`src/rtl/ipif_master_pkg.sv`:
```
// Shared types and constants for the AXI Master Burst IPIF initiator.
package ipif_master_pkg;

  // Copy-engine state; exported on the debug port of the top level.
  typedef enum logic [2:0] {
    ST_IDLE     = 3'd0,
    ST_RD_REQ   = 3'd1,
    ST_RD_DATA  = 3'd2,
    ST_RD_CMPLT = 3'd3,
    ST_WR_REQ   = 3'd4,
    ST_WR_DATA  = 3'd5,
    ST_WR_CMPLT = 3'd6
  } state_t;

  localparam int         BEAT_BYTES      = 8;
  localparam logic [7:0] IPIF_BE         = 8'hFF;
  localparam logic       IPIF_TYPE_BURST = 1'b1;
  localparam logic [7:0] IPIF_REM        = 8'h00;

  // Bits needed to index the beats of one burst (at least 1).
  function automatic int beat_cnt_w(input int beats);
    return (beats <= 2) ? 1 : $clog2(beats);
  endfunction

endpackage

```
`src/rtl/burst_fifo.sv`:
```
// One-burst show-ahead buffer between the read and write LocalLink streams.
module burst_fifo
  import ipif_master_pkg::*;
#(
  parameter int DEPTH  = 16,
  parameter int DATA_W = 64
) (
  input  logic              Clk,
  input  logic              Reset,
  input  logic              flush,
  input  logic              push,
  input  logic [DATA_W-1:0] push_data,
  input  logic              pop,
  output logic [DATA_W-1:0] head,
  output logic              full,
  output logic              empty
);

  localparam int AW = beat_cnt_w(DEPTH);

  logic [DATA_W-1:0] mem [DEPTH];
  logic [AW-1:0]     wr_ptr;
  logic [AW-1:0]     rd_ptr;
  logic [AW:0]       count;
  logic              do_push;
  logic              do_pop;

  // Full/empty guards make stray push/pop requests harmless.
  assign do_push = push && !full;
  assign do_pop  = pop && !empty;
  assign full    = (count == (AW + 1)'(DEPTH));
  assign empty   = (count == '0);
  assign head    = mem[rd_ptr];

  // Pointer and occupancy tracking; flush discards everything at once.
  always_ff @(posedge Clk) begin
    if (Reset || flush) begin
      wr_ptr <= '0;
      rd_ptr <= '0;
      count  <= '0;
    end else begin
      if (do_push) wr_ptr <= wr_ptr + 1'b1;
      if (do_pop)  rd_ptr <= rd_ptr + 1'b1;
      case ({do_push, do_pop})
        2'b10:   count <= count + 1'b1;
        2'b01:   count <= count - 1'b1;
        default: count <= count;
      endcase
    end
  end

  // Storage array; contents are only meaningful while count covers them.
  always_ff @(posedge Clk) begin
    if (do_push) mem[wr_ptr] <= push_data;
  end

endmodule

```
`src/rtl/ddr_burst_copy_master.sv`:
```
// Copies num_bursts fixed-size bursts from src_addr to dst_addr through the
// IPIF master ports: read command, buffer the read stream, write command,
// replay the buffer on the write stream, repeat.
//
// Handshakes: a command is accepted on a cycle where req and cmdack are both
// high; a stream beat moves on a cycle where src_rdy_n and dst_rdy_n are both
// low. The source holds data, sof_n and eof_n stable while it waits.
module ddr_burst_copy_master
  import ipif_master_pkg::*;
#(
  parameter int BURST_BEATS = 16,
  parameter int ADDR_W      = 32
) (
  input  logic              Clk,
  input  logic              Reset,
  input  logic              start,
  input  logic [ADDR_W-1:0] src_addr,
  input  logic [ADDR_W-1:0] dst_addr,
  input  logic [15:0]       num_bursts,
  output logic              busy,
  output logic              done,
  output logic              error,
  output logic              ip2bus_mstrd_req,
  output logic              ip2bus_mstwr_req,
  output logic [ADDR_W-1:0] ip2bus_mst_addr,
  output logic [19:0]       ip2bus_mst_length,
  output logic [7:0]        ip2bus_mst_be,
  output logic              ip2bus_mst_type,
  output logic              ip2bus_mst_lock,
  output logic              ip2bus_mst_reset,
  input  logic              bus2ip_mst_cmdack,
  input  logic              bus2ip_mst_cmplt,
  input  logic              bus2ip_mst_error,
  input  logic [63:0]       bus2ip_mstrd_d,
  input  logic              bus2ip_mstrd_sof_n,
  input  logic              bus2ip_mstrd_eof_n,
  input  logic              bus2ip_mstrd_src_rdy_n,
  output logic              ip2bus_mstrd_dst_rdy_n,
  output logic [63:0]       ip2bus_mstwr_d,
  output logic [7:0]        ip2bus_mstwr_rem,
  output logic              ip2bus_mstwr_sof_n,
  output logic              ip2bus_mstwr_eof_n,
  output logic              ip2bus_mstwr_src_rdy_n,
  input  logic              bus2ip_mstwr_dst_rdy_n,
  output state_t            dbg_state
);

  localparam int                CW          = beat_cnt_w(BURST_BEATS);
  localparam logic [CW-1:0]     LAST_BEAT   = CW'(BURST_BEATS - 1);
  localparam logic [ADDR_W-1:0] BURST_BYTES = ADDR_W'(BURST_BEATS * BEAT_BYTES);

  state_t            state, state_nxt;
  logic [ADDR_W-1:0] src_ptr, dst_ptr;
  logic [15:0]       count;
  logic [CW-1:0]     rd_beat, wr_beat;
  logic              cmplt_seen, cmplt_err_seen;
  logic              done_q, error_q;

  logic              fifo_full, fifo_empty;
  logic [63:0]       fifo_head;
  logic              rd_xfer, wr_xfer, wr_active, proto_err;
  logic              cmplt_evt, cmplt_err;
  logic              accept_start, abort, finish, advance;

  // Stream transfer qualifiers and completion events.
  assign rd_xfer   = (state == ST_RD_DATA) && !fifo_full && !bus2ip_mstrd_src_rdy_n;
  assign wr_active = (state == ST_WR_DATA) && !fifo_empty;
  assign wr_xfer   = wr_active && !bus2ip_mstwr_dst_rdy_n;
  assign proto_err = rd_xfer &&
                     ((!bus2ip_mstrd_eof_n && (rd_beat != LAST_BEAT)) ||
                      (!bus2ip_mstrd_sof_n && (rd_beat != '0)));
  assign cmplt_evt = bus2ip_mst_cmplt || cmplt_seen;
  assign cmplt_err = (bus2ip_mst_cmplt && bus2ip_mst_error) || cmplt_err_seen;

  burst_fifo #(
    .DEPTH  (BURST_BEATS),
    .DATA_W (64)
  ) u_buf (
    .Clk       (Clk),
    .Reset     (Reset),
    .flush     (abort),
    .push      (rd_xfer),
    .push_data (bus2ip_mstrd_d),
    .pop       (wr_xfer),
    .head      (fifo_head),
    .full      (fifo_full),
    .empty     (fifo_empty)
  );

  // State register.
  always_ff @(posedge Clk) begin
    if (Reset) state <= ST_IDLE;
    else       state <= state_nxt;
  end

  // Next-state logic plus the one-cycle events that steer the datapath.
  always_comb begin
    state_nxt    = state;
    accept_start = 1'b0;
    abort        = 1'b0;
    finish       = 1'b0;
    advance      = 1'b0;
    case (state)
      ST_IDLE: begin
        if (start) begin
          accept_start = 1'b1;
          if (num_bursts == '0) finish = 1'b1;
          else                  state_nxt = ST_RD_REQ;
        end
      end
      ST_RD_REQ: begin
        if (bus2ip_mst_cmdack) state_nxt = ST_RD_DATA;
      end
      ST_RD_DATA: begin
        if (proto_err || (bus2ip_mst_cmplt && bus2ip_mst_error)) abort = 1'b1;
        else if (rd_xfer && (rd_beat == LAST_BEAT))             state_nxt = ST_RD_CMPLT;
      end
      ST_RD_CMPLT: begin
        if (cmplt_err)      abort = 1'b1;
        else if (cmplt_evt) state_nxt = ST_WR_REQ;
      end
      ST_WR_REQ: begin
        if (bus2ip_mst_cmdack) state_nxt = ST_WR_DATA;
      end
      ST_WR_DATA: begin
        if (wr_xfer && (wr_beat == LAST_BEAT)) state_nxt = ST_WR_CMPLT;
      end
      ST_WR_CMPLT: begin
        if (cmplt_err) begin
          abort = 1'b1;
        end else if (cmplt_evt) begin
          advance = 1'b1;
          if (count == 16'd1) begin
            finish    = 1'b1;
            state_nxt = ST_IDLE;
          end else begin
            state_nxt = ST_RD_REQ;
          end
        end
      end
      default: state_nxt = ST_IDLE;
    endcase
    if (abort) state_nxt = ST_IDLE;
  end

  // Pointers, burst count, beat counters, early-cmplt capture and status.
  always_ff @(posedge Clk) begin
    if (Reset) begin
      src_ptr        <= '0;
      dst_ptr        <= '0;
      count          <= '0;
      rd_beat        <= '0;
      wr_beat        <= '0;
      cmplt_seen     <= 1'b0;
      cmplt_err_seen <= 1'b0;
      done_q         <= 1'b0;
      error_q        <= 1'b0;
    end else begin
      done_q <= finish || abort;
      if (accept_start) begin
        src_ptr <= src_addr;
        dst_ptr <= dst_addr;
        count   <= num_bursts;
        error_q <= 1'b0;
      end
      if (abort) error_q <= 1'b1;
      if (advance) begin
        src_ptr <= src_ptr + BURST_BYTES;
        dst_ptr <= dst_ptr + BURST_BYTES;
        count   <= count - 16'd1;
      end
      if (state != ST_RD_DATA) rd_beat <= '0;
      else if (rd_xfer)        rd_beat <= rd_beat + 1'b1;
      if (state != ST_WR_DATA) wr_beat <= '0;
      else if (wr_xfer)        wr_beat <= wr_beat + 1'b1;
      // A cmplt that beats the stream to its end is remembered for the
      // following *_CMPLT state; every other state clears the memory.
      if ((state == ST_RD_DATA) || (state == ST_WR_DATA)) begin
        cmplt_seen     <= cmplt_seen || bus2ip_mst_cmplt;
        cmplt_err_seen <= cmplt_err_seen || (bus2ip_mst_cmplt && bus2ip_mst_error);
      end else begin
        cmplt_seen     <= 1'b0;
        cmplt_err_seen <= 1'b0;
      end
    end
  end

  // Moore outputs decoded from the state register.
  always_comb begin
    busy                   = (state != ST_IDLE);
    done                   = done_q;
    error                  = error_q;
    ip2bus_mstrd_req       = (state == ST_RD_REQ);
    ip2bus_mstwr_req       = (state == ST_WR_REQ);
    ip2bus_mst_addr        = '0;
    if (state == ST_RD_REQ) ip2bus_mst_addr = src_ptr;
    if (state == ST_WR_REQ) ip2bus_mst_addr = dst_ptr;
    ip2bus_mst_length      = 20'(BURST_BEATS * BEAT_BYTES);
    ip2bus_mst_be          = IPIF_BE;
    ip2bus_mst_type        = IPIF_TYPE_BURST;
    ip2bus_mst_lock        = 1'b0;
    ip2bus_mst_reset       = 1'b0;
    ip2bus_mstrd_dst_rdy_n = !((state == ST_RD_DATA) && !fifo_full);
    ip2bus_mstwr_d         = wr_active ? fifo_head : 64'd0;
    ip2bus_mstwr_rem       = IPIF_REM;
    ip2bus_mstwr_src_rdy_n = !wr_active;
    ip2bus_mstwr_sof_n     = !(wr_active && (wr_beat == '0));
    ip2bus_mstwr_eof_n     = !(wr_active && (wr_beat == LAST_BEAT));
    dbg_state              = state;
  end

endmodule
```
`config.mk`:
```
export PLATFORM = sky130hd
export DESIGN_NAME = ddr_burst_copy_master
export DESIGN_NICKNAME = d
export VERILOG_FILES = /design/src/rtl/ipif_master_pkg.sv /design/src/rtl/burst_fifo.sv /design/src/rtl/ddr_burst_copy_master.sv
export SDC_FILE = /design/constraint.sdc
export NUM_CORES = 1
export LEC_CHECK = 0
export CORE_MARGIN = 4
export CORE_UTILIZATION = 46
export CTS_CLUSTER_SIZE = 10
export DETAILED_ROUTE_END_ITERATION = 10
export PLACE_DENSITY_LB_ADDON = 0.2
export SETUP_SLACK_MARGIN = 0.4
export SLEW_MARGIN = 40
export SYNTH_ARGS = -nofsm -noshare
export SYNTH_HDL_FRONTEND = slang
export SYNTH_SLANG_ARGS = --single-unit
```
`constraint.sdc`:
```
create_clock -name Clk -period 6.65 [get_ports Clk]
set_clock_uncertainty 0.15 [all_clocks]
set_input_delay 1.33 -clock Clk [delete_from_list [all_inputs] [get_ports Clk]]
set_output_delay 1.33 -clock Clk [all_outputs]
set_load 0.02 [all_outputs]
```
# [Word level (Yosys, flattened, before mapping)]
# Memory sizes are Yosys's and may differ from the RTL's. A register that Yosys moved wholly into a read port is not among the register bits.
# Index checks and enable logic that the tools add are counted.
# Widths: inputs -> output; s select.
[word_totals] reg_bits=108 ram_bits=1024 elab_cells=139 mem_count=1
[memory_table] name="u_buf.mem" words=16 width=64 read_ports=1 rd_ports_with_merged_regs=1 write_ports=1 line="burst_fifo.sv:21" text="logic [DATA_W-1:0] mem [DEPTH];"
[classes] n_addsub=9 n_eq_ne=26 mux=43 bitwise_logic=1 n_reduce_logical=46
[op_table] operator="$mux 32" n=6
[op_table] operator="$add 32x8->32 const B" n=2
[op_table] operator="$mux 64" n=1
[op_table] operator="$mux 3" n=11
[op_table] operator="$mux 16" n=2
[op_table] operator="$pmux 3 s7" n=1
[op_table] operator="$mux 1" n=17
[op_table] operator="$add 4x1->4 const B" n=4
[op_table] operator="$eq 16x1->1 const B" n=1
[op_table] operator="$logic_not 16->1" n=1
[op_table] operator="$sub 16x1->16 const B" n=1
[op_table] operator="$logic_and 1x1->1" n=14
[op_table] operator="$ne 2x2->1 const B" n=7
[op_table] operator="$reduce_and 11->1" n=1
[op_table] operator="$logic_not 1->1" n=10
[op_table] operator="$pmux 5 s2" n=1
[op_table] operator="$reduce_or 2->1" n=5
[op_table] operator="$eq 3x3->1 const B" n=3
[op_table] operator="$eq 4x4->1 const B" n=2
[op_table] operator="$mux 4" n=2
[op_table] operator="$ne 2x1->1 const B" n=4
[op_table] operator="$logic_or 1x1->1" n=7
[op_table] operator="$eq 3x2->1 const B" n=2
[op_table] operator="$reduce_bool 2->1" n=3
[op_table] operator="other kinds (16)" n=17

# [Depth between registers and ports, before layout]
# Gate-level depths: netlist of the first run.
[depth] depth_word=10 ltp_mapped=13

# [Hierarchy]
# Synthesis of the first run repeated with hierarchy kept, for this count alone.
[hier_totals] cells_unflattened=2487 hier_area_um2=45288.4
[modules_own_cells] mod="burst_fifo" instances=1 cells_each=1688 area_per_inst_um2=39168.8
[modules_own_cells] mod="ddr_burst_copy_master" instances=1 cells_each=799 area_per_inst_um2=6119.6

# [Least setup slack after synthesis of the first run]
# No wires, ideal clock.
[synth_timing] kind="input -> register" startpoint="input bus2ip_mstrd_src_rdy_n" endpoint="memory u_buf.mem[0][0], enable pin" setup_ps=565 arrival_ps=6291 required_ps=5935 path_slack_ps=-355 stages=4 cell_sequence="a211oi_2 -> buf_2 -> nand2_1 -> nor3_1"
[synth_via] elab_chain_cells=5
[synth_lines] element="from (decl)" line="ddr_burst_copy_master.sv:37" text="input logic bus2ip_mstrd_src_rdy_n,"
[synth_lines] element="$logic_not 1->1" line="ddr_burst_copy_master.sv:66" text="assign rd_xfer = (state == ST_RD_DATA) && !fifo_full && !bus2ip_mstrd_src_rdy_n;"
[synth_lines] element="$logic_and 1x1->1" line="ddr_burst_copy_master.sv:66"
[synth_lines] element="$logic_and 1x1->1" line="burst_fifo.sv:29" text="assign do_push = push && !full;"
[synth_lines] element="$mux 1" line="burst_fifo.sv:54" text="if (do_push) mem[wr_ptr] <= push_data;"
[synth_lines] element="$mux 1 (implied by the code)" line="burst_fifo.sv:54"
[synth_lines] element="to (decl)" line="burst_fifo.sv:21"
# No other way between the ends.

==> impl_metrics.yaml, run 1 <==
cts:
  numCtsBuffers: 134
  cts_root_buffer: "clkbuf_16"
  clock_latency_ps: 720
  hold_buffers: 0
  cts_sinks: 1136
  clockBufferDepth: 3
  cts_tree: "done"
  ctsResizeCount: 0
  postCtsSetupBuffers: 0
  path_clk_slew_ps: 50
  cts.htree.levels: 4
die:
  ios: 301
  die_area_sq_mm: 0.104
  rows: 114
  dieHeight_um: 322
  chipWidth_um: 322
  start_util: 0.466
  coreArea_sq_mm: 0.0971
route:
  routedWlPerCell_um: 27.6
  vias: 23900
  top_layer: "met5"
  dr_wl_met2_mm: 56.7
  antenna_left: 0
  wl_met3_mm: 7.01
  drt-initial-drc-count: 2539
  wl_met1_mm: 44.1
  vias_per_cell: 5.99
  totalWireLength_mm: 110
  dr.pass1.iters: 5
  drcViolationCount: 0
timing:
  max_slew.worst_pin.slew_ps: 914
  setup_tns_ps: 0
  fmaxAchievable_mhz: 188
  rsz0062_at_grt: "false"
  hold_violations: 0
  fin_crit_ps: 5330
  postLayoutSetupSlackWorst_ps: 1320
  report.final.slew_viol_count: 0
  setup_viol: 0
  fin_crit_sh: 0.801
  timing.slew.headroom: 0.385
grt:
  grt_pass1_wl_mm: 163
  antenna_found_initial: 10
  grt_max_degree: 85
  grt_usage: 0.214
  first_global_vias: 24800
  grt_remaining_overflow: 0
cells_and_area:
  finalNetCount: 2832
  final_cell_mix: "edfxtp_1 (1024), mux4_2 (320), clkdlybuf4s50_1 (260), clkbuf_16 (137), dfxtp_1 (108)"
  layout_commonest_cell: "edfxtp_1"
  fill_cells: 7328
  synthToLayoutAreaGrowth_pct: 18.8
  stdcell_count: 3991
  drive_above_1_share: 0.220
min_path:
  worstHoldStart: "src_ptr[0]"
  hold_path_class: "flop to flop"
critical_path:
  worst-path-max-fanout: 34
  cp-end-kind: "output pin"
  crit_path_start_kind: "flop"
  worstPathArrival_ps: 3850
  rr_startpoint: "dbg_state[1]"
  critPathKind: "flop to output pin"
  cp_data_required_time_ps: 5170
place:
  dp_hpwl_mm: 62.4
  gp_congestion: 0.860
  dp_slack_ps: 2030
  portBuffers: 261
  dp_cells: 3802
power:
  vdd_drop_max_v: 0.000233
  p_leak_nw: 16.4
  power_mw: 15.7
  pwr_density_cell_mw_per_mm2: 292
yosys:
  synth_seq_cells: 1136
  synth_ff_type: "edfxtp_1"
  async_flop_share: 0
  ys.warnings.count: 0
  syn_inst: 2323
  synth-edff-count: 1024
  syn_area_per_cell_sq_um: 19.5
  ys_seq_area_frac: 0.728
  yosysUniqueCellTypes: 80
  syn_area_sq_mm: 0.0453
flow_run:
  maxCapViolations: 0
status:
  outcome: "finished, final reports clean"
kinds of logic (layout without fill, tap and decap cells):
kind of cell	Yosys count	after routing	share of synthesized area
flip-flops	1136	1136	0.728
AND/OR/NAND/NOR	379	379	0.0447
multiplexers	327	327	0.161
AO/OA/AOI/OAI	250	250	0.0376
buffers and inverters	193	544	0.0202
XOR/XNOR	20	20	0.00387
adder cells (fa/ha/maj)	16	16	0.00442
other	2	43	0.000166
metal layers:
metal  GRT usage  vias up
met5           0        -
met3      0.0446      166
li1            -    10200
met4      0.0570       10
met2       0.366      841
met1       0.282    12700
state kept, by name, indices dropped and copies added, names as in the netlist, 3 cells and up, named ones only:
name          count
dst_ptr          32
wr_beat           4
u_buf.mem      1024
u_buf.count       5
u_buf.rd_ptr      4
src_ptr          32
count            16
u_buf.wr_ptr      4
rd_beat           4
dbg_state         3
cell usage after synthesis (3+ instances only):
master     number  share of area
or3_1           8         0.0011
a22oi_1        12         0.0020
nand2b_1       11         0.0015
nor3_1         13         0.0014
and4_1          5        0.00097
o22ai_1         5        0.00069
mux4_2        320           0.16
mux2_1          3        0.00075
inv_1          21         0.0017
a221oi_1        6         0.0012
a21oi_1        96          0.011
xnor2_1         8         0.0015
or4_1           9         0.0015
and3_1         10         0.0014
nand4_1        21         0.0029
edfxtp_1     1024           0.68
a2bb2oi_1      12         0.0023
o21ai_0        15         0.0017
nand3_1        38         0.0042
nand4b_1        3        0.00058
buf_4          40         0.0066
nor2b_1        68         0.0094
clkbuf_1       80         0.0066
buf_2          32         0.0035
a22o_1         32         0.0062
nand2_1        85         0.0070
ha_1           16         0.0044
and2_1          4        0.00055
dfxtp_1       112          0.049
a31oi_1        17         0.0023
a32oi_1         6         0.0012
buf_1          19         0.0016
nor2_1         67         0.0056
o211ai_1       14         0.0023
xor2_1         12         0.0023
nor4_1         16         0.0022
a41oi_1         3        0.00058
o311ai_0        6         0.0012
worst max-delay path, stage by stage (launching register included):
cell,delay [ps]
dfxtp_4,710
buf_12,280
buf_4,470
mux4_2,380
mux4_2,500
nor2b_1,190
clkdlybuf4s50_1,570
final timing paths:
path | cells past startpoint | endpoint | slack [ps]
setup / recovery | 6 | ip2bus_mstwr_d[53] | 1320
hold reg to reg | 2 | src_ptr[0] | 310
setup reg to reg | 6 | u_buf.mem[9][46] | 2840
hold / removal | 2 | src_ptr[0] | 310
power breakdown:
group / switching, mW / internal, mW
clock network: 2.71 / 3.76
registers: 0.165 / 7.95
logic: 0.679 / 0.461
stage by stage:
stage	area [sq um]	utilization	hold WS [ps]
after detailed placement	50000	0.515	304
after floorplan	45500	-	286
after CTS	53800	0.554	312
final	53800	0.554	312
after global routing	53800	0.554	332
after global placement	49600	0.511	294
area by class of cell:
type / instances / area, sq um / area share
Antenna cell: 4 / 10.0 / 0.000186
Clock buffer: 168 / 3560 / 0.0662
Clock inverter: 17 / 235 / 0.00437
Inverter: 22 / 82.6 / 0.00153
Multi-Input combinational cell: 1031 / 11700 / 0.218
Sequential cell: 1136 / 33000 / 0.613
Tap cell: 1276 / 1600 / 0.0297
Timing Repair Buffer: 337 / 3600 / 0.0668
Note: power is estimated with default switching activity, not from simulation.
==> inputs of run 2 (changes only) <==
clock period = 5 ns   (was 6.65 ns; I/O delays follow)
==> impl_metrics.yaml, run 2 (synthesis gave the netlist of run 1 again) <==
cells_and_area:
  finalNetCount: 2858
  largest_reg_flops: 1024
  drive_above_1_share: 0.227
  final_cell_mix: "edfxtp_1 (1024), mux4_2 (320), clkdlybuf4s50_1 (233), clkbuf_16 (139), dfxtp_1 (108)"
  final_util: 0.558
  layout_commonest_cell: "edfxtp_1"
  fill_cells: 7194
  stdcell_count: 4016
  synthToLayoutAreaGrowth_pct: 19.6
  top_register: "u_buf.mem"
  reg_top3: "u_buf.mem (1024), dst_ptr (32), src_ptr (32)"
  fin_area_sq_mm: 0.0542
critical_path:
  worst-path-max-fanout: 16
  path_buf_inv: 3
  cp-end-kind: "output pin"
  worstPathCellList: "buf_12, bufbuf_16, mux4_2, mux4_2, nor2b_1, clkdlybuf4s50_1"
  crit_path_start_kind: "flop"
  critPathMaxStageDelay_ps: 630
  cpMostUsedCell: "mux4_2"
  slowest_stage: "clkdlybuf4s50_1"
  critPathKind: "flop to output pin"
  cp_data_required_time_ps: 3850
  worstPathArrival_ps: 3360
  cp_top_family: "buffers and inverters"
timing:
  rsz0062_at_grt: "true"
  hold_violations: 0
  report.final.slew_viol_count: 0
  whs_ps: 307
  fmaxAchievable_mhz: 221
  timing.slew.headroom: 0.462
  fin_crit_sh: 0.903
  setup_viol: 0
  fin_crit_ps: 4510
  max_slew.worst_pin.slew_ps: 807
route:
  drt-initial-drc-count: 2480
  dr.pass1.iters: 5
  totalWireLength_mm: 113
  vias: 24100
  drcViolationCount: 0
  antenna_left: 0
  top_layer: "met5"
  vias_per_cell: 6.00
  wl_met1_mm: 45.7
  routedWlPerCell_um: 28.1
  wl_met3_mm: 8.36
  dr_wl_met2_mm: 56.4
grt:
  grt_pass1_wl_mm: 166
  grt_usage: 0.219
  antenna_found_initial: 9
  grt_remaining_overflow: 0
  grt_max_degree: 69
  first_global_vias: 24800
place:
  portBuffers: 261
  dp_hpwl_mm: 62.6
  gp_congestion: 0.864
  dp_cells: 3804
  placedInstanceArea_sq_mm: 0.0500
die:
  coreArea_sq_mm: 0.0971
  die_area_sq_mm: 0.104
  chipWidth_um: 322
  rows: 114
  dieHeight_um: 322
  ios: 301
  start_util: 0.466
cts:
  cts_tree: "done"
  hold_buffers: 0
  clockBufferDepth: 3
  cts.htree.levels: 4
  cts_sinks: 1136
  path_clk_slew_ps: 50
  cts_root_buffer: "clkbuf_16"
  numCtsBuffers: 134
  clock_latency_ps: 730
power:
  p_leak_nw: 16.9
  vdd_drop_max_v: 0.000333
  pwr_density_cell_mw_per_mm2: 385
flow_run:
  maxCapViolations: 0
min_path:
  hold_path_class: "flop to flop"
status:
  outcome: "finished, final reports clean"
## run 2: cell types whose count changed in the layout (fill, tap and decap cells not counted), sizes merged
cell / previous run / this run
clkdlybuf4s50: 260 / 233
buf: 77 / 100
dlygate4sd2: 0 / 16
dlymetal6s2s: 0 / 11
clkinv: 11 / 4
inv: 28 / 32
bufbuf: 0 / 3
clkbuf: 168 / 171
diode: 4 / 3
## run 2: worst min-delay path, cell delays in order (launching register included)
cell,delay [ps]
dfxtp_1,300
nand2_1,50
a21oi_1,50
## run 2: path summary, 6_finish.rpt
check	depth (start not counted)	startpoint	to	slack [ps]
hold reg to reg	2	dst_ptr[3]	dst_ptr[3]	310
setup reg to reg	10	dbg_state[1]	u_buf.count[4]	1240
setup / recovery	6	flop	ip2bus_mstwr_d[27]	490
hold / removal	2	dst_ptr[3]	dst_ptr[3]	310
## run 2: cell type report
type / instances / area [sq um] / area share
flip-flops and latches: 1136 / 33000 / 0.609
multi-input cells: 1031 / 11700 / 0.216
repair buffers: 363 / 4030 / 0.0743
clock buffers: 171 / 3620 / 0.0668
well taps: 1276 / 1600 / 0.0295
clock inverters: 14 / 129 / 0.00238
inverters: 22 / 82.6 / 0.00152
diodes: 3 / 7.51 / 0.000139
## run 2: what timing repair did
| item | in CTS | in global routing |
|---|---|---|
| hold endpoints to repair | 0 | 0 |
| resized for setup | 25 | 13 |
| setup endpoints to repair | 57 | 22 |
| pin swaps | 0 | 0 |
| buffers inserted | 10 | 9 |
| cloned | 5 | 0 |
## run 2: per-stage QoR
stage / TNS (ps) / total power [mW] / setup WS (ps)
floorplan: -62880 / 11.8 / -144
global placement: 0 / 12.4 / 928
detailed placement: 0 / 12.5 / 920
CTS: 0 / 21.1 / 398
global route: 0 / 21.6 / 371
finish: 0 / 20.9 / 485
## run 2: power by group
group | internal, mW | leakage (nW) | switching [mW]
Clock | 5.03 | 1.83 | 3.54
Sequential | 10.6 | 10.1 | 0.215
Combinational | 0.616 | 4.91 | 0.908
## run 2: metal layers
layer  GRT usage  up-vias
met5           0        -
met4      0.0564        6
met3      0.0481      178
met2       0.365     1014
met1       0.295    12700
li1            -    10200
==> inputs of run 3 (changes only) <==
--- a/config.mk
+++ b/config.mk
@@ -6,4 +6,5 @@
 export NUM_CORES = 1
 export LEC_CHECK = 0
+export ABC_CLOCK_PERIOD_IN_PS = 5000
 export CORE_MARGIN = 4
 export CORE_UTILIZATION = 46
==> constraint.sdc (replaced) <==
create_clock -name Clk -period 5 [get_ports Clk]
set_clock_uncertainty 0.15 [all_clocks]
set_input_delay 1 -clock Clk [delete_from_list [all_inputs] [get_ports Clk]]
set_output_delay 1 -clock Clk [all_outputs]
set_load 0.01 [all_outputs]
==> impl_metrics.yaml, run 3 (synthesis gave the netlist of run 1 again) <==
route:
  vias_per_cell: 6.04
  antenna_left: 0
  drcViolationCount: 0
  vias: 24000
  totalWireLength_mm: 112
  drt-initial-drc-count: 2452
  dr.pass1.iters: 5
  routedWlPerCell_um: 28.2
critical_path:
  crit_path_start_kind: "flop"
  critPathMaxStageDelay_ps: 560
  worstPathCellList: "buf_12, buf_16, mux4_2, mux4_2, nor2b_1, clkdlybuf4s50_1"
  worstPathArrival_ps: 3360
  slowest_stage: "mux4_2"
  worst-path-max-fanout: 42
  cp-end-kind: "output pin"
  path_buf_inv: 3
  cp_data_required_time_ps: 3850
  critPathKind: "flop to output pin"
  cp_top_family: "multiplexers"
  cpMostUsedCell: "mux4_2"
cells_and_area:
  reg_top3: "u_buf.mem (1024), dst_ptr (32), src_ptr (32)"
  seq_area_sq_mm: 0.0330
  final_cell_mix: "edfxtp_1 (1024), mux4_2 (320), clkdlybuf4s50_1 (259), clkbuf_16 (135), dfxtp_1 (108)"
  multi_input_area_sq_mm: 0.0117
  synthToLayoutAreaGrowth_pct: 18.5
  fill_cells: 7324
  drive_above_1_share: 0.220
  top_register: "u_buf.mem"
  finalNetCount: 2832
  fin_area_sq_mm: 0.0537
  largest_reg_flops: 1024
  layout_commonest_cell: "edfxtp_1"
cts:
  cts_root_buffer: "clkbuf_16"
  hold_buffers: 0
  numCtsBuffers: 134
  clockBufferDepth: 3
  path_clk_slew_ps: 60
  cts.htree.levels: 4
  cts_tree: "done"
  clock_latency_ps: 720
  cts_sinks: 1136
die:
  dieHeight_um: 322
  chipWidth_um: 322
  coreArea_sq_mm: 0.0971
  die_area_sq_mm: 0.104
  ios: 301
  rows: 114
  start_util: 0.466
timing:
  fin_crit_ps: 4510
  whs_ps: 305
  timing.slew.headroom: 0.440
  fin_crit_sh: 0.901
  setup_viol: 0
  hold_violations: 0
  report.final.slew_viol_count: 0
  setup_tns_ps: 0
  max_slew.worst_pin.slew_ps: 841
  rsz0062_at_grt: "true"
  fmaxAchievable_mhz: 222
grt:
  grt_remaining_overflow: 0
  grt_pass1_wl_mm: 165
  grt_max_degree: 65
  grt_usage: 0.217
  antenna_found_initial: 9
  first_global_vias: 24600
power:
  vdd_drop_max_v: 0.000280
  pwr_density_cell_mw_per_mm2: 389
  p_leak_nw: 16.3
place:
  portBuffers: 261
  dp_hpwl_mm: 60.1
  gp_congestion: 0.886
  placedInstanceArea_sq_mm: 0.0498
flow_run:
  maxCapViolations: 0
min_path:
  hold_path_class: "flop to flop"
status:
  outcome: "finished, final reports clean"
[run 3: through the flow]
step	cells	util	power [mW]	setup slack (ps)
after floorplan	2360	-	11.8	-56.4
after global placement	3794	0.512	12.4	857
after detailed placement	3795	0.512	12.4	859
after CTS	3978	0.552	21.0	392
after global routing	3978	0.553	21.6	353
final	3984	0.553	20.9	494
[run 3: what timing repair did]
action,in CTS,in global routing
endpoints found under the setup margin,63,16
cloned,1,0
buffers inserted,6,0
resized for setup,5,1
[run 3: power breakdown]
| group | leakage (nW) | total (mW) | internal [mW] | switching [mW] |
|---|---|---|---|---|
| clock | 1.82 | 8.61 | 4.99 | 3.61 |
| combinational | 4.40 | 1.48 | 0.617 | 0.859 |
| sequential | 10.1 | 10.8 | 10.6 | 0.213 |
[run 3: worst min-delay path: cells and delay by family, from the launching register on]
family	cells	cell delay, ps
flip-flops	1	300
AND/OR/NAND/NOR	1	50
AO/OA/AOI/OAI	1	50
[run 3: path summary, 6_finish.rpt]
path | depth (start not counted) | slack [ps] | to | start
worst min register to register | 2 | 300 | dst_ptr[2] | dst_ptr[2]
worst min-delay path | 2 | 300 | dst_ptr[2] | dst_ptr[2]
worst max register to register | 10 | 1180 | u_buf.count[4] | dbg_state[1]
worst max-delay path | 6 | 490 | ip2bus_mstwr_d[54] | flop
[run 3: layer usage]
layer / vias up / GRT usage / wire, um
li1: 10200 / - / -
met5: - / 0 / 55
met1: 12700 / 0.292 / 45700
met4: 8 / 0.0561 / 2170
met2: 959 / 0.365 / 56600
met3: 168 / 0.0453 / 7940
[run 3: layout make-up]
type / count / area share
flip-flops and latches: 1136 / 0.615
multi-input cells: 1031 / 0.218
repair buffers: 337 / 0.0655
clock buffers: 158 / 0.0645
well taps: 1276 / 0.0297
clock inverters: 18 / 0.00552
inverters: 22 / 0.00154
diodes: 6 / 0.000280
